**src/rtl/snake_body_ctrl_pkg.sv**
```systemverilog
// Shared encodings for the snake movement/body controller: headings, FSM states
// and the default grid geometry.
package snake_pkg;

    localparam int GRID_W_DEF  = 40;
    localparam int GRID_H_DEF  = 30;
    localparam int XW_DEF      = 6;
    localparam int YW_DEF      = 5;
    localparam int MAX_LEN_DEF = 16;
    localparam int START_X_DEF = 20;
    localparam int START_Y_DEF = 15;

    typedef enum logic [1:0] {
        DIR_UP    = 2'd0,
        DIR_RIGHT = 2'd1,
        DIR_DOWN  = 2'd2,
        DIR_LEFT  = 2'd3
    } dir_e;

    typedef enum logic [1:0] {
        IDLE = 2'd0,
        RUN  = 2'd1,
        OVER = 2'd2
    } state_e;

    // Opposite headings differ only in bit 1.
    function automatic dir_e reverse_dir(input dir_e d);
        return dir_e'(d ^ 2'd2);
    endfunction

endpackage

```
**src/rtl/snake_body_ctrl_if.sv**
```systemverilog
// Control/readout bundle between game logic, renderer and the snake controller.
// master = game logic / renderer side, slave = snake_body_ctrl.
interface snake_body_ctrl_if #(
    parameter int XW      = snake_pkg::XW_DEF,
    parameter int YW      = snake_pkg::YW_DEF,
    parameter int MAX_LEN = snake_pkg::MAX_LEN_DEF
);
    localparam int IW = $clog2(MAX_LEN);
    localparam int LW = IW + 1;

    logic          move_en;
    logic          start;
    logic [3:0]    key_dir;
    logic          grow;
    logic [IW-1:0] rd_idx;
    logic [XW-1:0] rd_x;
    logic [YW-1:0] rd_y;
    logic          rd_valid;
    logic [XW-1:0] head_x;
    logic [YW-1:0] head_y;
    logic [LW-1:0] snake_len;
    logic          running;
    logic          game_over;
    logic          step_done;

    modport master (
        output move_en, start, key_dir, grow, rd_idx,
        input  rd_x, rd_y, rd_valid, head_x, head_y, snake_len,
               running, game_over, step_done
    );

    modport slave (
        input  move_en, start, key_dir, grow, rd_idx,
        output rd_x, rd_y, rd_valid, head_x, head_y, snake_len,
               running, game_over, step_done
    );

endinterface

```
**src/rtl/snake_body_ctrl_dir_filter.sv**
```systemverilog
// Heading request filter: picks one key by priority, drops reversals and holds
// the pending heading that the next step will commit.
module snake_dir_filter
    import snake_pkg::*;
(
    input  logic       clk,
    input  logic       rst,
    input  logic       init_i,
    input  logic       run_i,
    input  logic       step_i,
    input  logic [3:0] key_dir_i,
    input  dir_e       dir_i,
    output dir_e       pend_dir_o
);

    dir_e pend_dir_q, pend_dir_d;
    dir_e req_dir, ref_dir;
    logic req_valid;

    // On a step edge the pending heading becomes the committed one, so a key
    // arriving in that same cycle is judged against it.
    always_comb begin
        req_valid  = |key_dir_i;
        req_dir    = DIR_LEFT;
        if (key_dir_i[0])      req_dir = DIR_UP;
        else if (key_dir_i[1]) req_dir = DIR_RIGHT;
        else if (key_dir_i[2]) req_dir = DIR_DOWN;
        ref_dir    = step_i ? pend_dir_q : dir_i;
        pend_dir_d = pend_dir_q;
        if (init_i)
            pend_dir_d = DIR_RIGHT;
        else if (run_i && req_valid && (req_dir != reverse_dir(ref_dir)))
            pend_dir_d = req_dir;
    end

    always_ff @(posedge clk or posedge rst) begin
        if (rst) pend_dir_q <= DIR_RIGHT;
        else     pend_dir_q <= pend_dir_d;
    end

    assign pend_dir_o = pend_dir_q;

endmodule

```
**src/rtl/snake_body_ctrl.sv**
```systemverilog
// Snake movement/body controller: steps the head one cell per move_en tick,
// shifts the segment store, handles growth and wall/self collision.
module snake_body_ctrl
    import snake_pkg::*;
#(
    parameter int GRID_W  = GRID_W_DEF,
    parameter int GRID_H  = GRID_H_DEF,
    parameter int XW      = XW_DEF,
    parameter int YW      = YW_DEF,
    parameter int MAX_LEN = MAX_LEN_DEF,
    parameter int START_X = START_X_DEF,
    parameter int START_Y = START_Y_DEF
) (
    input  logic         lcd_pclk,
    input  logic         rst,
    snake_body_ctrl_if.slave bus
);

    localparam int LW = $clog2(MAX_LEN) + 1;
    localparam logic [XW:0] X_ONE = (XW+1)'(1);
    localparam logic [YW:0] Y_ONE = (YW+1)'(1);
    localparam logic [XW:0] X_LIM = (XW+1)'(GRID_W);
    localparam logic [YW:0] Y_LIM = (YW+1)'(GRID_H);

    state_e        state_q, state_d;
    dir_e          dir_q, dir_d, pend_dir;
    logic          grow_pend_q, grow_pend_d;
    logic [LW-1:0] len_q, len_d;
    logic          step_done_q, step_done_d;
    logic [XW-1:0] seg_x_q [MAX_LEN];
    logic [XW-1:0] seg_x_d [MAX_LEN];
    logic [YW-1:0] seg_y_q [MAX_LEN];
    logic [YW-1:0] seg_y_d [MAX_LEN];

    logic [XW:0]   nx;
    logic [YW:0]   ny;
    logic          wall_hit, self_hit, run_st, step_go;
    int            hit_lim;

    assign run_st  = (state_q == RUN);
    assign step_go = run_st && bus.move_en && !bus.start;

    snake_dir_filter u_dir_filter (
        .clk        (lcd_pclk),
        .rst        (rst),
        .init_i     (bus.start),
        .run_i      (run_st),
        .step_i     (step_go),
        .key_dir_i  (bus.key_dir),
        .dir_i      (dir_q),
        .pend_dir_o (pend_dir)
    );

    // One extra bit keeps a step off the 0 edge from wrapping into the grid.
    always_comb begin
        nx = {1'b0, seg_x_q[0]};
        ny = {1'b0, seg_y_q[0]};
        case (pend_dir)
            DIR_UP:    ny = ny - Y_ONE;
            DIR_RIGHT: nx = nx + X_ONE;
            DIR_DOWN:  ny = ny + Y_ONE;
            default:   nx = nx - X_ONE;
        endcase
        wall_hit = (nx >= X_LIM) || (ny >= Y_LIM);
    end

    // The tail cell is free to enter unless it stays put because we grow.
    always_comb begin
        self_hit = 1'b0;
        hit_lim  = grow_pend_q ? int'(len_q) - 1 : int'(len_q) - 2;
        for (int i = 1; i < MAX_LEN; i++) begin
            if ((i <= hit_lim) && (seg_x_q[i] == nx[XW-1:0]) &&
                (seg_y_q[i] == ny[YW-1:0]))
                self_hit = 1'b1;
        end
    end

    always_comb begin
        state_d     = state_q;
        dir_d       = dir_q;
        grow_pend_d = grow_pend_q;
        len_d       = len_q;
        step_done_d = 1'b0;
        seg_x_d     = seg_x_q;
        seg_y_d     = seg_y_q;
        if (bus.start) begin
            state_d     = RUN;
            dir_d       = DIR_RIGHT;
            grow_pend_d = 1'b0;
            len_d       = LW'(3);
            for (int i = 0; i < MAX_LEN; i++) begin
                seg_x_d[i] = (i < 3) ? XW'(START_X - i) : '0;
                seg_y_d[i] = (i < 3) ? YW'(START_Y) : '0;
            end
        end else if (step_go) begin
            dir_d = pend_dir;
            if (wall_hit || self_hit) begin
                state_d = OVER;
            end else begin
                for (int i = 1; i < MAX_LEN; i++) begin
                    seg_x_d[i] = seg_x_q[i-1];
                    seg_y_d[i] = seg_y_q[i-1];
                end
                seg_x_d[0] = nx[XW-1:0];
                seg_y_d[0] = ny[YW-1:0];
                if (grow_pend_q && (len_q < LW'(MAX_LEN)))
                    len_d = len_q + LW'(1);
                grow_pend_d = bus.grow;
                step_done_d = 1'b1;
            end
        end else if (run_st && bus.grow) begin
            grow_pend_d = 1'b1;
        end
    end

    always_ff @(posedge lcd_pclk or posedge rst) begin
        if (rst) begin
            state_q     <= IDLE;
            dir_q       <= DIR_RIGHT;
            grow_pend_q <= 1'b0;
            len_q       <= LW'(3);
            step_done_q <= 1'b0;
            for (int i = 0; i < MAX_LEN; i++) begin
                seg_x_q[i] <= (i < 3) ? XW'(START_X - i) : '0;
                seg_y_q[i] <= (i < 3) ? YW'(START_Y) : '0;
            end
        end else begin
            state_q     <= state_d;
            dir_q       <= dir_d;
            grow_pend_q <= grow_pend_d;
            len_q       <= len_d;
            step_done_q <= step_done_d;
            seg_x_q     <= seg_x_d;
            seg_y_q     <= seg_y_d;
        end
    end

    assign bus.head_x    = seg_x_q[0];
    assign bus.head_y    = seg_y_q[0];
    assign bus.rd_x      = seg_x_q[bus.rd_idx];
    assign bus.rd_y      = seg_y_q[bus.rd_idx];
    assign bus.rd_valid  = (LW'(bus.rd_idx) < len_q);
    assign bus.snake_len = len_q;
    assign bus.running   = (state_q == RUN);
    assign bus.game_over = (state_q == OVER);
    assign bus.step_done = step_done_q;

endmodule
```
**src/flat_wrapper.sv**
```systemverilog
// flat-port wrapper written by rule: the top's interface ports become plain ports
module snake_body_ctrl_flat import snake_pkg::*;
#(
    parameter int GRID_W  = GRID_W_DEF,
    parameter int GRID_H  = GRID_H_DEF,
    parameter int XW      = XW_DEF,
    parameter int YW      = YW_DEF,
    parameter int MAX_LEN = MAX_LEN_DEF,
    parameter int START_X = START_X_DEF,
    parameter int START_Y = START_Y_DEF
)
  (lcd_pclk, rst, bus_move_en, bus_start, bus_key_dir, bus_grow, bus_rd_idx, bus_rd_x, bus_rd_y, bus_rd_valid, bus_head_x, bus_head_y, bus_snake_len, bus_running, bus_game_over, bus_step_done);
  snake_body_ctrl_if #(.XW(XW), .YW(YW), .MAX_LEN(MAX_LEN)) bus_i ();
  input  logic lcd_pclk;
  input  logic rst;
  input wire logic [$bits(bus_i.move_en)-1:0] bus_move_en;
  input wire logic [$bits(bus_i.start)-1:0] bus_start;
  input wire logic [$bits(bus_i.key_dir)-1:0] bus_key_dir;
  input wire logic [$bits(bus_i.grow)-1:0] bus_grow;
  input wire logic [$bits(bus_i.rd_idx)-1:0] bus_rd_idx;
  output wire logic [$bits(bus_i.rd_x)-1:0] bus_rd_x;
  output wire logic [$bits(bus_i.rd_y)-1:0] bus_rd_y;
  output wire logic [$bits(bus_i.rd_valid)-1:0] bus_rd_valid;
  output wire logic [$bits(bus_i.head_x)-1:0] bus_head_x;
  output wire logic [$bits(bus_i.head_y)-1:0] bus_head_y;
  output wire logic [$bits(bus_i.snake_len)-1:0] bus_snake_len;
  output wire logic [$bits(bus_i.running)-1:0] bus_running;
  output wire logic [$bits(bus_i.game_over)-1:0] bus_game_over;
  output wire logic [$bits(bus_i.step_done)-1:0] bus_step_done;
  assign bus_i.move_en = bus_move_en;
  assign bus_i.start = bus_start;
  assign bus_i.key_dir = bus_key_dir;
  assign bus_i.grow = bus_grow;
  assign bus_i.rd_idx = bus_rd_idx;
  assign bus_rd_x = bus_i.rd_x;
  assign bus_rd_y = bus_i.rd_y;
  assign bus_rd_valid = bus_i.rd_valid;
  assign bus_head_x = bus_i.head_x;
  assign bus_head_y = bus_i.head_y;
  assign bus_snake_len = bus_i.snake_len;
  assign bus_running = bus_i.running;
  assign bus_game_over = bus_i.game_over;
  assign bus_step_done = bus_i.step_done;
  snake_body_ctrl #(.GRID_W(GRID_W), .GRID_H(GRID_H), .XW(XW), .YW(YW), .MAX_LEN(MAX_LEN), .START_X(START_X), .START_Y(START_Y)) u_core (.lcd_pclk(lcd_pclk), .rst(rst), .bus(bus_i));
endmodule
```
**config.mk**
```make
export PLATFORM = sky130hd
export DESIGN_NAME = snake_body_ctrl_flat
export DESIGN_NICKNAME = d
export VERILOG_FILES = /design/src/rtl/snake_body_ctrl_pkg.sv /design/src/rtl/snake_body_ctrl_if.sv /design/src/rtl/snake_body_ctrl_dir_filter.sv /design/src/rtl/snake_body_ctrl.sv /design/src/flat_wrapper.sv
export SDC_FILE = /design/constraint.sdc
export NUM_CORES = 1
export LEC_CHECK = 0
export ABC_CLOCK_PERIOD_IN_PS = 5910
export BUFFER_PORTS_ARGS = -buffer_cell sky130_fd_sc_hd__clkbuf_2
export CELL_PAD_IN_SITES_DETAIL_PLACEMENT = 1
export CELL_PAD_IN_SITES_GLOBAL_PLACEMENT = 1
export CORE_AREA = 2 2 172 174
export CTS_CLUSTER_SIZE = 24
export DETAILED_ROUTE_END_ITERATION = 10
export DIE_AREA = 0 0 174 176
export GPL_TIMING_DRIVEN = 0
export PLACE_DENSITY_LB_ADDON = 0.1
export SLEW_MARGIN = 20
export SYNTH_ARGS = -nofsm -noshare
export SYNTH_HDL_FRONTEND = slang
export SYNTH_SLANG_ARGS = --single-unit
```
**constraint.sdc**
```tcl
create_clock -name lcd_pclk -period 5.91 [get_ports lcd_pclk]
set_input_delay 0.591 -clock lcd_pclk [delete_from_list [all_inputs] [get_ports lcd_pclk]]
set_output_delay 0.591 -clock lcd_pclk [all_outputs]
set_load 0.1 [all_outputs]
```
# After elaboration in Yosys (flattened, before gate mapping)

Index checks and enable logic that the tools add are counted.

Register bits after elaboration: 189
Bits of input ports: 13
Output and inout bits: 31
Logic and storage cells: 206

$add $sub $neg: 7
$lt $le $gt $ge: 20
Eq/ne operators: 37
Multiplexer cells: 51
Bitwise logic cells: 2
Reduce and logical (&&, ||, !) cells: 51

Operators by type and width:

| operator                                            | count |
|---|---|
| 2-to-1 mux 96 bit                                   | 3 |
| <= comparator 5 x 32 -> 1 bit, first input constant | 8 |
| 2-to-1 mux 80 bit                                   | 3 |
| <= comparator 4 x 32 -> 1 bit, first input constant | 4 |
| equality test 6 bit                                 | 15 |
| equality test 5 bit                                 | 15 |
| <= comparator 3 x 32 -> 1 bit, first input constant | 2 |
| logical AND 1 bit                                   | 36 |
| <= comparator 2 x 32 -> 1 bit, first input constant | 1 |
| 2-to-1 mux 32 bit                                   | 1 |
| 2-to-1 mux 5 bit                                    | 6 |
| binary-select mux 6 bit (select 4 bit)              | 1 |
| 2-to-1 mux 1 bit                                    | 23 |
| binary-select mux 5 bit (select 4 bit)              | 1 |
| 2-to-1 mux 2 bit                                    | 9 |
| case mux 7 bit (2 select lines)                     | 1 |
| 2-to-1 mux 6 bit                                    | 2 |
| case mux 6 bit (2 select lines)                     | 1 |
| subtractor 5 x 1 -> 6 bit, second input constant    | 2 |
| nonzero test 2 bit                                  | 4 |
| adder 6 x 1 -> 7 bit, second input constant         | 1 |
| >= comparator 7 x 6 -> 1 bit, second input constant | 1 |
| subtractor 6 x 1 -> 7 bit, second input constant    | 1 |
| adder 5 x 1 -> 6 bit, second input constant         | 1 |
| other kinds (21)                                    | 26 |

# Logic depth before layout (Yosys ltp)

Gate-level depths: netlist of run 1.

Depth in word-level cells: 25
Depth in mapped cells: 23
Mapped depth without buffers: 14

# By module

Synthesis of run 1 repeated with hierarchy kept, for this count alone.

Cell total of the unflattened synthesis: 1354
Area, all modules: 13785.7 um^2

By module, submodules not included:

| module           | instances | cells each | area an instance (um^2) | sequential area each (um^2) |
|---|---|---|---|---|
| snake_body_ctrl  | 1         | 1335       | 13601.8                 | 4707.0 |
| snake_dir_filter | 1         | 19         | 183.9                   | 51.3 |

# Least setup slack after synthesis of run 1

OpenSTA, ideal clock, no wires.

Kind: register to register
Start: reg u_core.u_dir_filter.pend_dir_q[0], in the netlist u_core.u_dir_filter.pend_dir_o[0]
End: reg u_core.seg_x_q[43] (netlist bit)
Library setup time: 0.121 ns
Arrival time: 4.903 ns
Data required time: 5.789 ns
Slack: 0.886 ns
Stages on the path, launching flop included: 22
Buffers on the path: 9
Clock period less this slack: 5.024 ns
Cells stage by stage: dfstp_2 > buf_2 > buf_4 > buf_4 > buf_2 > buf_2 > buf_2 > nand2b_1 > ha_1 > buf_2 > xnor2_1 > mux2i_1 > xnor2_1 > or4_1 > or4b_1 > o22ai_2 > nor3_1 > nand3_2 > inv_2 > buf_4 > buf_6 > a22o_1

Longest elaborated chain between the ends: 24
Elaborated cells between the ends (all ways): 87
Classes of those cells: order compare (2); eq/ne (33); mux (17); reduce/logical (35)

Ends and longest elaborated chain:

| element                                                         | line                             | source |
|---|---|---|
| from (decl)                                                     | snake_body_ctrl_dir_filter.sv:16 | `dir_e pend_dir_q, pend_dir_d;` |
| from (signal assigned)                                          | snake_body_ctrl_dir_filter.sv:38 | `else pend_dir_q <= pend_dir_d;` |
| equality test 2 bit / logical NOT 2 bit (equally long branches) | snake_body_ctrl.sv:58            | `case (pend_dir)` |
| OR reduction 2 bit (no line)                                    | n/a                              |  |
| case mux 7 bit (2 select lines)                                 | snake_body_ctrl.sv:58            |  |
| equality test 6 bit                                             | snake_body_ctrl.sv:72            | `if ((i <= hit_lim) && (seg_x_q[i] == nx[XW-1:0]) &&` |
| logical AND 1 bit (2 in a row)                                  | snake_body_ctrl.sv:72            |  |
| 2-to-1 mux 1 bit (15 in a row)                                  | snake_body_ctrl.sv:72            |  |
| logical OR 1 bit (*)                                            | snake_body_ctrl.sv:97            | `if (wall_hit \|\| self_hit) begin` |
| != test 2 bit (no line) (*)                                     | n/a                              |  |
| AND reduction 2 bit (no line) (*)                               | n/a                              |  |
| to (signal, indexed assignment)                                 | snake_body_ctrl.sv:124           | `seg_x_q[i] <= (i < 3) ? XW'(START_X - i) : '0;` |
| to (signal assigned)                                            | snake_body_ctrl.sv:133           | `seg_x_q <= seg_x_d;` |
| to (decl)                                                       | snake_body_ctrl.sv:30            | `logic [XW-1:0] seg_x_q [MAX_LEN];` |

Mark *: on every way between the ends. The rest lies on a longest branch, timed or not.
A chain may end at the register's enable or synchronous reset.

# Worst setup path in the final report of run 1

Start: reg u_core.u_dir_filter.pend_dir_q[0], in the netlist u_core.u_dir_filter.pend_dir_o[0]
End: reg u_core.seg_x_q[0] (netlist bit)

Same word-level chain as after synthesis.

==> qor.txt, run 1 <==
overall power - 0.00752 W
hpwl dp - 44.8 mm
Combinational Power Share - 63.4%
row count - 62
cell family with most CP delay - simple AND/OR/NAND/NOR gates
Vias/cell - 6.91
wire length per cell - 34.7 um
max_slew headroom - 14.8%
Achievable Freq - 0.170 GHz
Most Used Layer, Global Route - met2
Layout area overhead - 14.1%
power per cell area - 502 nW/um^2
crit path to - u_core.seg_x_q[0]$_DFFE_PP0P_
met2 Resource Use GR - 60.3%
Syn Area/Cell - 10.9 um^2
area of the multi-input gates - 7910 um^2
WS Path Type - reg2reg
layout net count - 1311
Tcrit/Tclk final - 99.5%
PnR worst setup slack - 0.0291 ns
Yosys top cell by area - dfrtp_1
routing usage on met1 - 51.4%
Crit. Startpoint - u_core.u_dir_filter.pend_dir_o[0]$_DFFE_PP1P_
post-synthesis sequential area ratio - 36.2%
min-delay worst type - in2async
Syn Nets - 1240
Sink Count - 189
DP Cell Count - 1635
r2r worst-path depth - 20
Crit path depth - 20
core region area - 28500 um^2
max incr delay on CP - 0.65 ns
total gr overflow - 0
Sw Share - 53.1%
Post-synth top cells - 166 x dfrtp_1, 154 x a22o_1, 92 x xor2_1
flops & latches, synth - 189
Num CTS Buffers - 17
gpl congestion - 1.06
final setup vio count - 0
switching pwr - 0.00400 W
Hold Vio Cnt, Final - 0
internal power - 0.00352 W
R2R Setup Slk - 0.03 ns
clock share of power - 16.1%
Critical Path Fanout Max - 10
drt first pass iters - 5
DIE AREA - 30600 um^2
Die Ht - 176 um
Max clock buf depth - 2
final wirelength - 58.1 mm
most frequent cell after synthesis - dfrtp_1
antenna cell count - 0
sequential cell area - 4760 um^2
Critical Path End Type - flop
Slew Viols, Final - 0
largest net degree at the start of global routing - 101
crit-path cells - buf_6 > inv_2 > buf_2 > buf_2 > buf_4 > nand2_2 > inv_1 > fa_2 > xnor2_1 > nor3_1 > o221ai_1 > or4_1 > or4b_1 > o22ai_4 > nor3_2 > a31oi_4 > buf_12 > buf_6 > buf_4 > a22o_1
root buf cell - clkbuf_16
GRT met3 Usage - 7.75%
Primary FF master, synth - dfrtp_1
Synth top area share - 31.6%
Worst Setup Start Kind - flop
worst path bufs/invs - 9
Port Buffer Count - 42
Flop pwr share - 20.6%
Post-synth ARST share - 100%
WP data required - 6.31 ns
Post-synth EDFFs - 0
later-pin clock latency in the skew report - 0.47 ns
number of global-route vias before repair - 11700
Starting Density - 46.0%
IO Pins - 44
CTS Hold Bufs - 0
largest cells by area after synthesis - dfrtp_1 32%, a22o_1 10%, mux4_2 9.6%, xor2_1 6.1%, xnor2_1 5.7%
share of layout cells above drive strength 1 - 25.0%
non-filler cells in the finished layout - 1676
minimum clock period - 5.88 ns
GRT Overall Usage - 38.5%
Leak - 6.41 nW
initial detailed-routing violation count - 1354
Max H-tree Level - 4
initial antenna violation count - 0
skew final - 0.0178 ns
Die Wd - 174 um
setup slack at placement - -1.56 ns
R2R Path Start - u_core.u_dir_filter.pend_dir_o[0]$_DFFE_PP1P_
CP max stage cell - dfstp_2
cell area after synthesis - 13100 um^2
worst slew pin tran - 1.27 ns
DRC - 0
outcome - finished clean
Cell variety after synth - 85
antenna viol nets, final - 0
first-pass GRT wire length - 83.5 mm
clock-pin slew on the worst setup and hold paths - 0.08 ns
Cells after Synth - 1208
Yosys warnings - 0
Arrival @ worst endpoint - 6.28 ns
vias post-DR - 11600
# fillers - 3077
peak supply drop - 0.000258 V
Max Cap Viol - 0
worst reg2reg endpoint - u_core.seg_x_q[0]$_DFFE_PP0P_
CTS tree - done
==> final cells by class <==
cell class	count	share of cell area (%)
Buffer	113	5.15
Multi-Input combinational cell	878	52.8
Inverter	26	0.702
Clock buffer	18	2.93
Tap cell	384	3.21
Clock inverter	14	1.17
Timing Repair Buffer	54	2.22
Sequential cell	189	31.8
==> kinds of logic (layout without fill, tap and decap cells) <==
family	count (synthesis)	count (layout)	share of synthesized area, %
adder cells (fa/ha/maj)	19	19	1.92
XOR/XNOR	179	179	12.1
AND/OR/NAND/NOR	266	266	11.8
buffers and inverters	141	225	5.98
AO/OA/AOI/OAI	340	340	20.9
multiplexers	74	74	11.0
flip-flops	189	189	36.2
==> timing repair <==
action | CTS | global route
pin swaps | 6 | 3
gates cloned | 0 | 0
setup endpoints to repair | 185 | 181
gates resized for setup | 57 | 31
setup buffers | 10 | 1
==> placed cells by master, fill, tap and decap left out, types with 6 or more instances in the layout <==
cell	instances
and3_1	22
dfrtp_1	166
clkbuf_1	21
a22o_1	154
clkbuf_2	48
o211ai_1	10
nor3_1	28
o32a_1	13
xor2_1	88
dfstp_2	23
a22oi_1	7
or3_1	10
o2111ai_1	6
nand2b_1	9
xnor2_1	76
o21ai_0	18
xnor2_2	8
mux2i_1	10
nand4_1	24
clkbuf_16	17
nor2_1	39
nor3b_1	7
nand2_1	27
nor2b_1	14
nor4_1	15
nand3_1	17
a21oi_1	28
ha_1	17
inv_1	23
mux4_2	56
or4_1	13
buf_2	26
buf_6	24
a31oi_1	18
mux2_2	6
buf_4	34
clkbuf_4	7
==> worst min path at each step <==
stage | startpoint | endpoint | cells past startpoint
global route | rst | u_core.seg_x_q[45]$_DFFE_PP0P_ | 2
floorplan | u_core.bus.head_x[4]$_DFFE_PP1P_ | u_core.bus.head_x[4]$_DFFE_PP1P_ | 2
global placement | u_core.state_q[0]$_DFFE_PP0P_ | u_core.state_q[0]$_DFFE_PP0P_ | 1
detailed placement | u_core.state_q[0]$_DFFE_PP0P_ | u_core.state_q[0]$_DFFE_PP0P_ | 1
CTS | rst | u_core.seg_x_q[16]$_DFFE_PP0P_ | 2
finish | rst | u_core.seg_x_q[16]$_DFFE_PP0P_ | 2
==> sequential cells by signal (all words and copies together), names as in the netlist <==
signal                          count
u_core.seg_x_q                     90
u_core.seg_y_q                     75
u_core.bus.head_x                   6
u_core.bus.head_y                   5
u_core.bus.snake_len                5
u_core.dir_q                        2
u_core.state_q                      2
u_core.u_dir_filter.pend_dir_o      2
u_core.bus.step_done                1
u_core.grow_pend_q                  1
==> per-stage QoR <==
step / cell area [um^2] / hold WS, ns / TNS [ns] / util, %
2_1_floorplan: 13100 / 0.480 / 0 / -
3_3_place_gp: 13800 / 0.499 / -559.54 / 48.4
3_5_place_dp: 13900 / 0.524 / -249.77 / 48.6
4_1_cts: 14800 / 0.240 / 0 / 52.0
5_1_grt: 15000 / 0.265 / -0.106 / 52.5
6_report: 15000 / 0.213 / 0 / 52.5
==> power by group through the flow <==
| stage | Combinational, W | Clock [W] | Sequential [W] |
|---|---|---|---|
| 6_report | 0.00477 | 0.00121 | 0.00155 |
| 5_1_grt | 0.00494 | 0.00128 | 0.00156 |
| 4_1_cts | 0.00452 | 0.00123 | 0.00154 |
| 3_5_place_dp | 0.00428 | 0 | 0.00157 |
| 3_3_place_gp | 0.00426 | 0 | 0.00157 |
| 2_1_floorplan | 0.00285 | 0 | 0.00155 |
==> routing by layer <==
| metal | wire length (um) | part of all wire [%] |
|---|---|---|
| met1 | 23900 | 41 |
| met4 | 2920 | 5.0 |
| met5 | 0 | 0 |
| met2 | 26500 | 46 |
| met3 | 4840 | 8.3 |
Note: power is estimated with default switching activity, not from simulation.
==> run 2, diff against run 1 <==
- CORE_AREA: 2 2 172 174 -> 2 2 177 179
- DIE_AREA: 0 0 174 176 -> 0 0 179 181
- HOLD_SLACK_MARGIN: default -> 0.15
- MAX_ROUTING_LAYER: default -> met4
- SYNTH_HIERARCHICAL: default -> 1
==> run 2 against run 1 <==
Compared with the run above:
- wire length down 0.98%
- clock power about the same
- register-to-register slack better by 0.11 ns
- critical path depth down 1
- worst hold slack improved by 0.16 ns
- critical endpoint is now u_core/seg_y_q[0]$_DFFE_PP0P_
- design area increased by 2.5%
- fmax increased by 2.0%
- critical path type unchanged
- synthesized area rose by 5.0%
==> qor.txt, run 2 <==
Achievable Freq - 0.173 GHz (was 0.170 GHz)
Sink Count - 189 (unchanged)
Cells after Synth - 1354 (was 1208)
# fillers - 3399 (was 3077)
drt first pass iters - 5 (unchanged)
Layout area overhead - 11.3% (was 14.1%)
initial antenna violation count - 1 (was 0)
hold path cells - 2
most frequent cells in the layout - 191 x nor2_1, 178 x mux2i_1, 166 x dfrtp_1 (was 166 x dfrtp_1, 154 x a22o_1, 88 x xor2_1)
Num CTS Buffers - 17 (unchanged)
worst slew pin tran - 1.23 ns (was 1.27 ns)
largest cells by area after synthesis - dfrtp_1 30%, mux2i_1 13%, mux4_2 9.1%, xnor2_1 6.6%, xor2_1 5.3% (was dfrtp_1 32%, a22o_1 10%, mux4_2 9.6%, xor2_1 6.1%, xnor2_1 5.7%)
antenna viol nets, final - 0 (unchanged)
number of global-route vias before repair - 11900 (was 11700)
later-pin clock latency in the skew report - 0.47 ns (about the same)
number of flip-flops in the largest register - 90 (unchanged)
wire length per cell - 31.5 um (was 34.7 um)
power per cell area - 534 nW/um^2 (was 502 nW/um^2)
DRC - 0 (unchanged)
Post-synth ARST share - 100% (unchanged)
Max clock buf depth - 2 (unchanged)
WP data required - 6.22 ns (was 6.31 ns)
DIE AREA - 32400 um^2 (was 30600 um^2)
final core utilization - 50.6% (was 52.5%)
commonest non-fill, non-tap cell in the layout - nor2_1 (was dfrtp_1)
DP Cell Count - 1793 (was 1635)
hpwl dp - 43.9 mm (was 44.8 mm)
Syn Nets - 1387 (was 1240)
Max Cap Viol - 0 (unchanged)
Post-synth top cells - 191 x nor2_1, 178 x mux2i_1, 166 x dfrtp_1 (was 166 x dfrtp_1, 154 x a22o_1, 92 x xor2_1)
core region area - 30300 um^2 (was 28500 um^2)
R2R Setup Slk - 0.14 ns (was 0.03 ns)
max_slew headroom - 17.8% (was 14.8%)
root buf cell - clkbuf_16 (unchanged)
layout net count - 1453 (was 1311)
vias post-DR - 11600 (about the same)
most frequent cell after synthesis - nor2_1 (was dfrtp_1)
CTS tree - done (unchanged)
Die Ht - 181 um (was 176 um)
final instance area - 15300 um^2 (was 15000 um^2)
first-pass GRT wire length - 83.8 mm (was 83.5 mm)
total gr overflow - 0 (unchanged)
Die Wd - 179 um (was 174 um)
Leak - 6.39 nW (was 6.41 nW)
Post-synth EDFFs - 0 (unchanged)
Max H-tree Level - 4 (unchanged)
WS Path Type - reg2reg (unchanged)
outcome - finished clean (unchanged)
worst reg2reg endpoint - u_core/seg_y_q[0]$_DFFE_PP0P_ (was u_core.seg_x_q[0]$_DFFE_PP0P_)
Primary FF master, synth - dfrtp_1 (unchanged)
final setup vio count - 0 (unchanged)
IO Pins - 44 (unchanged)
final wirelength - 57.6 mm (was 58.1 mm)
gpl congestion - 1.01 (was 1.06)
row count - 64 (was 62)
antenna cell count - 0 (unchanged)
Critical Path Fanout Max - 10 (unchanged)
Worst Min Path Start - bus_move_en
GRT Overall Usage - 37.8% (was 38.5%)
initial detailed-routing violation count - 1086 (was 1354)
Syn Area/Cell - 10.2 um^2 (was 10.9 um^2)
skew final - 0.0141 ns (was 0.0178 ns)
Slew Viols, Final - 0 (unchanged)
R2R Path Start - u_core/u_dir_filter/pend_dir_o[0]$_DFFE_PP1P_ (was u_core.u_dir_filter.pend_dir_o[0]$_DFFE_PP1P_)
RSZ-0062 raised after global routing - no
Synth top area share - 30.1% (was 31.6%)
Tcrit/Tclk final - 97.6% (was 99.5%)
Port Buffer Count - 42 (unchanged)
non-filler cells in the finished layout - 1829 (was 1676)
largest net degree at the start of global routing - 103 (was 101)
cell area after synthesis - 13800 um^2 (was 13100 um^2)
Arrival @ worst endpoint - 6.08 ns (was 6.28 ns)
clock-pin slew on the worst setup and hold paths - 0.07 ns (was 0.08 ns)
share of layout cells above drive strength 1 - 18.6% (was 25.0%)
Yosys warnings - 6 (was 0)
Starting Density - 45.4% (was 46.0%)
Worst Setup Start Kind - flop (unchanged)
Hold Vio Cnt, Final - 0 (unchanged)
Cell variety after synth - 88 (was 85)
TNS Setup - 0 ns (unchanged)
largest reg by FF count - u_core/seg_x_q (was u_core.seg_x_q)
Vias/cell - 6.35 (was 6.91)
post-synthesis sequential area ratio - 34.5% (was 36.2%)
min-delay worst type - in2reg (was in2async)
flops & latches, synth - 189 (unchanged)
Yosys top cell by area - dfrtp_1 (unchanged)
Critical Path End Type - flop (unchanged)
Area after DPL - 14500 um^2 (was 13900 um^2)
Hold Path Sink - u_core/grow_pend_q$_DFFE_PP0P_
minimum clock period - 5.77 ns (was 5.88 ns)
r2r worst-path depth - 19 (was 20)
peak supply drop - 0.000332 V (was 0.000258 V)
-- run 2: cell types whose count changed in the layout (fill, tap and decap cells not counted), moves of 11 or more --
cell / change
a22o_1: -154
and3_1: -11
clkbuf_1: +24
mux2i_1: +168
nand2_1: +23
nand3_1: +11
nand4_1: -13
nor2_1: +152
o21ai_0: +11
o32a_1: -13
xnor2_1: +28
-- run 2: worst max-delay path by stage --
stage,startpoint,endpoint,cells after the start
6_report,u_core/u_dir_filter/pend_dir_o[0]$_DFFE_PP1P_,u_core/seg_y_q[0]$_DFFE_PP0P_,19
5_1_grt,u_core/u_dir_filter/pend_dir_o[0]$_DFFE_PP1P_,u_core/seg_x_q[87]$_DFFE_PP0P_,19
4_1_cts,u_core/u_dir_filter/pend_dir_o[0]$_DFFE_PP1P_,u_core/seg_y_q[0]$_DFFE_PP0P_,21
3_5_place_dp,u_core/u_dir_filter/pend_dir_o[0]$_DFFE_PP1P_,u_core/seg_y_q[0]$_DFFE_PP0P_,19
3_3_place_gp,rst,u_core/seg_x_q[55]$_DFFE_PP0P_,2
2_1_floorplan,rst,u_core/bus.head_x[0]$_DFFE_PP0P_,1
-- run 2: through the flow --
stage          hold slack, ns  power, W  setup WS [ns]
3_3_place_gp            0.433   0.00662          -2.09
4_1_cts                 0.363   0.00810         0.0404
2_1_floorplan           0.331   0.00519          0.270
6_report                0.374   0.00819          0.142
3_5_place_dp            0.497   0.00666          -1.90
5_1_grt                 0.377   0.00848         0.0256
-- run 2: cell type report --
class | instances | area, um^2 | area share, %
Multi-Input combinational cell | 1027 | 8420 | 54.8
Inverter | 21 | 86.3 | 0.563
Timing Repair Buffer | 51 | 300 | 1.96
Clock buffer | 19 | 453 | 2.95
Tap cell | 396 | 495 | 3.23
Clock inverter | 13 | 151 | 0.987
Sequential cell | 189 | 4760 | 31.0
Buffer | 113 | 684 | 4.46
-- run 2: repair_timing --
| item | 4_1_cts | 5_1_grt |
|---|---|---|
| hold endpoints to repair | 1 | 0 |
| hold buffers | 1 | 0 |
| buffers inserted | 6 | 1 |
| pin swaps | 5 | 4 |
| setup endpoints to repair | 185 | 180 |
| gates resized for setup | 35 | 8 |
-- run 2: report_power, final --
part / leakage [nW] / switching (W) / internal, W
Sequential: 2.55 / 0.000176 / 0.00142
Clock: 0.289 / 0.000563 / 0.000655
Combinational: 3.56 / 0.00346 / 0.00192
-- run 2: logic make-up (layout without fill, tap and decap cells) --
group,count (synthesis),count (layout),synth area share [%]
AO/OA/AOI/OAI,176,176,9.47
XOR/XNOR,189,189,12.1
flip-flops,189,189,34.5
multiplexers,239,239,22.6
buffers and inverters,138,217,5.38
AND/OR/NAND/NOR,403,403,14.0
adder cells (fa/ha/maj),20,20,1.92
-- run 2: worst max-delay path: stages, from the launching register on --
cell,delay (ns)
dfstp_2,0.66
inv_2,0.14
clkbuf_2,0.32
clkbuf_4,0.33
nand2_1,0.21
ha_1,0.37
nor4b_1,0.30
a221o_1,0.28
or2_1,0.13
buf_2,0.23
buf_4,0.28
xor2_1,0.45
nor4_1,0.19
a22oi_1,0.34
nand4_4,0.30
nor2_2,0.23
buf_6,0.26
buf_6,0.26
mux2i_1,0.21
nor2_1,0.06
-- run 2: metal layers --
layer | part of all wire, % | routed length [um] | up-vias | global-route usage (%)
li1 | - | - | 5001 | -
met1 | 43 | 24500 | 6057 | 49.5
met2 | 46 | 26400 | 455 | 56.4
met3 | 6.1 | 3510 | 106 | 7.03
met4 | 5.4 | 3110 | 0 | 18.0
met5 | 0 | 0 | - | -
==> run 3, diff against run 2 <==
- CORE_AREA: 2 2 177 179 -> 3 3 178 180
- DIE_AREA: 0 0 179 181 -> 0 0 181 183
- SETUP_SLACK_MARGIN: default -> 0.5
==> run 3 against run 2 <==
Compared with the run above:
- register-to-register slack better by 0.40 ns
- cell count increased by 0.93%
- non-clock buffer count is 17 higher
- combinational power increased by 4.1%
- critical path depth is 2 higher
- global-route usage down 1.6 points
- setup slack gained 0.40 ns
- flip-flop and latch count did not move
- clock skew shrank 0.0010 ns
- largest cell class unchanged
==> qor.txt, run 3 (synthesis results as in run 2) <==
outcome - finished clean (unchanged)
WS Path Type - reg2reg (unchanged)
R2R Setup Slk - 0.54 ns (was 0.14 ns)
Sink Count - 189 (unchanged)
Worst Setup Start Kind - flop (unchanged)
share of layout cells above drive strength 1 - 20.3% (was 18.6%)
area of the multi-input gates - 8530 um^2 (was 8420 um^2)
Leak - 6.51 nW (was 6.39 nW)
Max Cap Viol - 0 (unchanged)
total gr overflow - 0 (unchanged)
Tcrit/Tclk final - 90.9% (was 97.6%)
root buf cell - clkbuf_16 (unchanged)
PnR worst setup slack - 0.537 ns (was 0.142 ns)
largest net degree at the start of global routing - 34 (was 103)
clock-pin slew on the worst setup and hold paths - 0.07 ns (about the same)
gpl congestion - 1.01 (about the same)
GRT Overall Usage - 36.2% (was 37.8%)
drt first pass iters - 6 (was 5)
DP Cell Count - 1798 (was 1793)
hold path cells - 2 (unchanged)
IO Pins - 44 (unchanged)
sequential cell area - 4760 um^2 (unchanged)
Vias/cell - 6.46 (was 6.35)
Port Buffer Count - 42 (unchanged)
Critical Path End Type - flop (unchanged)
Die Ht - 183 um (was 181 um)
Hold Path Sink - u_core/grow_pend_q$_DFFE_PP0P_ (unchanged)
min-delay worst type - in2reg (unchanged)
power per cell area - 534 nW/um^2 (about the same)
Worst Min Path Start - bus_move_en (unchanged)
wire length per cell - 31.6 um (was 31.5 um)
DIE AREA - 33100 um^2 (was 32400 um^2)
CTS tree - done (unchanged)
peak supply drop - 0.000263 V (was 0.000332 V)
Slew Viols, Final - 0 (unchanged)
# fillers - 3350 (was 3399)
final wirelength - 58.4 mm (was 57.6 mm)
WP data required - 6.22 ns (about the same)
Critical Path Fanout Max - 10 (unchanged)
later-pin clock latency in the skew report - 0.46 ns (was 0.47 ns)
r2r worst-path depth - 21 (was 19)
Num CTS Buffers - 17 (unchanged)
DRC - 0 (unchanged)
initial antenna violation count - 0 (was 1)
vias post-DR - 11900 (was 11600)
Layout area overhead - 13.4% (was 11.3%)
hpwl dp - 44.1 mm (was 43.9 mm)
layout net count - 1470 (was 1453)
Hold Vio Cnt, Final - 0 (unchanged)
Min Hold Slack - 0.392 ns (was 0.374 ns)
worst slew pin tran - 1.22 ns (was 1.23 ns)
row count - 64 (unchanged)
most frequent cells in the layout - 191 x nor2_1, 178 x mux2i_1, 166 x dfrtp_1 (unchanged)
initial detailed-routing violation count - 1307 (was 1086)
setup slack at placement - -1.80 ns (was -1.90 ns)
skew final - 0.0131 ns (was 0.0141 ns)
antenna viol nets, final - 0 (unchanged)
final setup vio count - 0 (unchanged)
max_slew headroom - 18.7% (was 17.8%)
commonest non-fill, non-tap cell in the layout - nor2_1 (unchanged)
minimum clock period - 5.37 ns (was 5.77 ns)
largest reg by FF count - u_core/seg_x_q (unchanged)
antenna cell count - 0 (unchanged)
number of global-route vias before repair - 11800 (was 11900)
non-filler cells in the finished layout - 1846 (was 1829)
Max clock buf depth - 2 (unchanged)
first-pass GRT wire length - 84.2 mm (was 83.8 mm)
Max H-tree Level - 4 (unchanged)
Achievable Freq - 0.186 GHz (was 0.173 GHz)
Starting Density - 45.4% (unchanged)
core region area - 30300 um^2 (unchanged)
number of flip-flops in the largest register - 90 (unchanged)
R2R Path Start - u_core/u_dir_filter/pend_dir_o[0]$_DFFE_PP1P_ (unchanged)
worst reg2reg endpoint - u_core/bus.snake_len[4]$_DFFE_PP0P_ (was u_core/seg_y_q[0]$_DFFE_PP0P_)
Arrival @ worst endpoint - 5.69 ns (was 6.08 ns)
Die Wd - 181 um (was 179 um)
RSZ-0062 raised after global routing - no (unchanged)
[run 3: cell count changes in the layout (fill, tap and decap cells not counted), sizes merged]
cell    delta
buf       +14
inv        -3
clkinv     +2
bufinv     -1
clkbuf     +5
[run 3: per-layer routing]
layer / up-vias / GRT usage, % / routed length [um]
met4: 0 / 13.9 / 2790
met2: 589 / 56.3 / 26800
met3: 123 / 5.14 / 4020
met5: - / - / 0
li1: 5023 / - / -
met1: 6182 / 48.4 / 24800
[run 3: how the worst max path moves through the flow]
stage / from / end / slack [ns] / cells after the start
floorplan: u_core/u_dir_filter/pend_dir_o[0]$_DFFE_PP1P_ / u_core/bus.snake_len[4]$_DFFE_PP0P_ / 1.05 / 20
global placement: u_core/u_dir_filter/pend_dir_o[0]$_DFFE_PP1P_ / u_core/seg_x_q[86]$_DFFE_PP0P_ / -1.84 / 19
detailed placement: u_core/u_dir_filter/pend_dir_o[0]$_DFFE_PP1P_ / u_core/seg_x_q[87]$_DFFE_PP0P_ / -1.80 / 19
CTS: u_core/u_dir_filter/pend_dir_o[0]$_DFFE_PP1P_ / u_core/bus.snake_len[4]$_DFFE_PP0P_ / 0.51 / 20
global route: u_core/u_dir_filter/pend_dir_o[0]$_DFFE_PP1P_ / u_core/seg_x_q[38]$_DFFE_PP0P_ / 0.46 / 19
finish: u_core/u_dir_filter/pend_dir_o[0]$_DFFE_PP1P_ / u_core/bus.snake_len[4]$_DFFE_PP0P_ / 0.54 / 21
[run 3: worst max-delay path, stage by stage (launching register included)]
cell      delay (ns)
dfstp_2         0.61
buf_4           0.22
buf_4           0.22
buf_6           0.19
buf_6           0.18
clkbuf_8        0.23
nand2b_4        0.14
fa_2            0.47
xnor2_4         0.20
buf_4           0.17
clkbuf_4        0.27
xor2_1          0.17
nand4_1         0.11
o31a_1          0.16
nor4_1          0.74
a22oi_2         0.22
nand4_4         0.21
nor2_4          0.06
buf_12          0.16
buf_4           0.21
a31oi_1         0.18
nor2_1          0.06
[run 3: report_power, final]
part           switching, W  internal (W)
sequential         0.000177       0.00142
combinational       0.00355       0.00204
clock              0.000544      0.000608
[run 3: area by class of cell]
cell class | instances | share of cell area, %
buffer | 117 | 4.76
multi-input combinational | 1027 | 54.6
inverter | 21 | 0.528
sequential | 189 | 30.4
tap | 396 | 3.17
timing repair buffer | 64 | 2.90
clock buffer | 21 | 2.95
clock inverter | 11 | 0.680
[run 3: through the flow]
step / utilization, % / total power [W] / area (um^2) / setup TNS, ns
after floorplan: - / 0.00519 / 13800 / 0
after global placement: 47.8 / 0.00662 / 14500 / -322.07
after detailed placement: 48.2 / 0.00666 / 14600 / -313.04
after CTS: 51.1 / 0.00814 / 15500 / 0
after global routing: 51.5 / 0.00863 / 15600 / 0
final: 51.5 / 0.00835 / 15600 / 0
[run 3: repair_timing]
item,CTS,global route
gates cloned,0,0
pin swaps,9,4
hold endpoints to repair,2,0
hold buffers,1,0
resized for setup,53,23
setup buffers,14,1
setup endpoints to repair,185,181
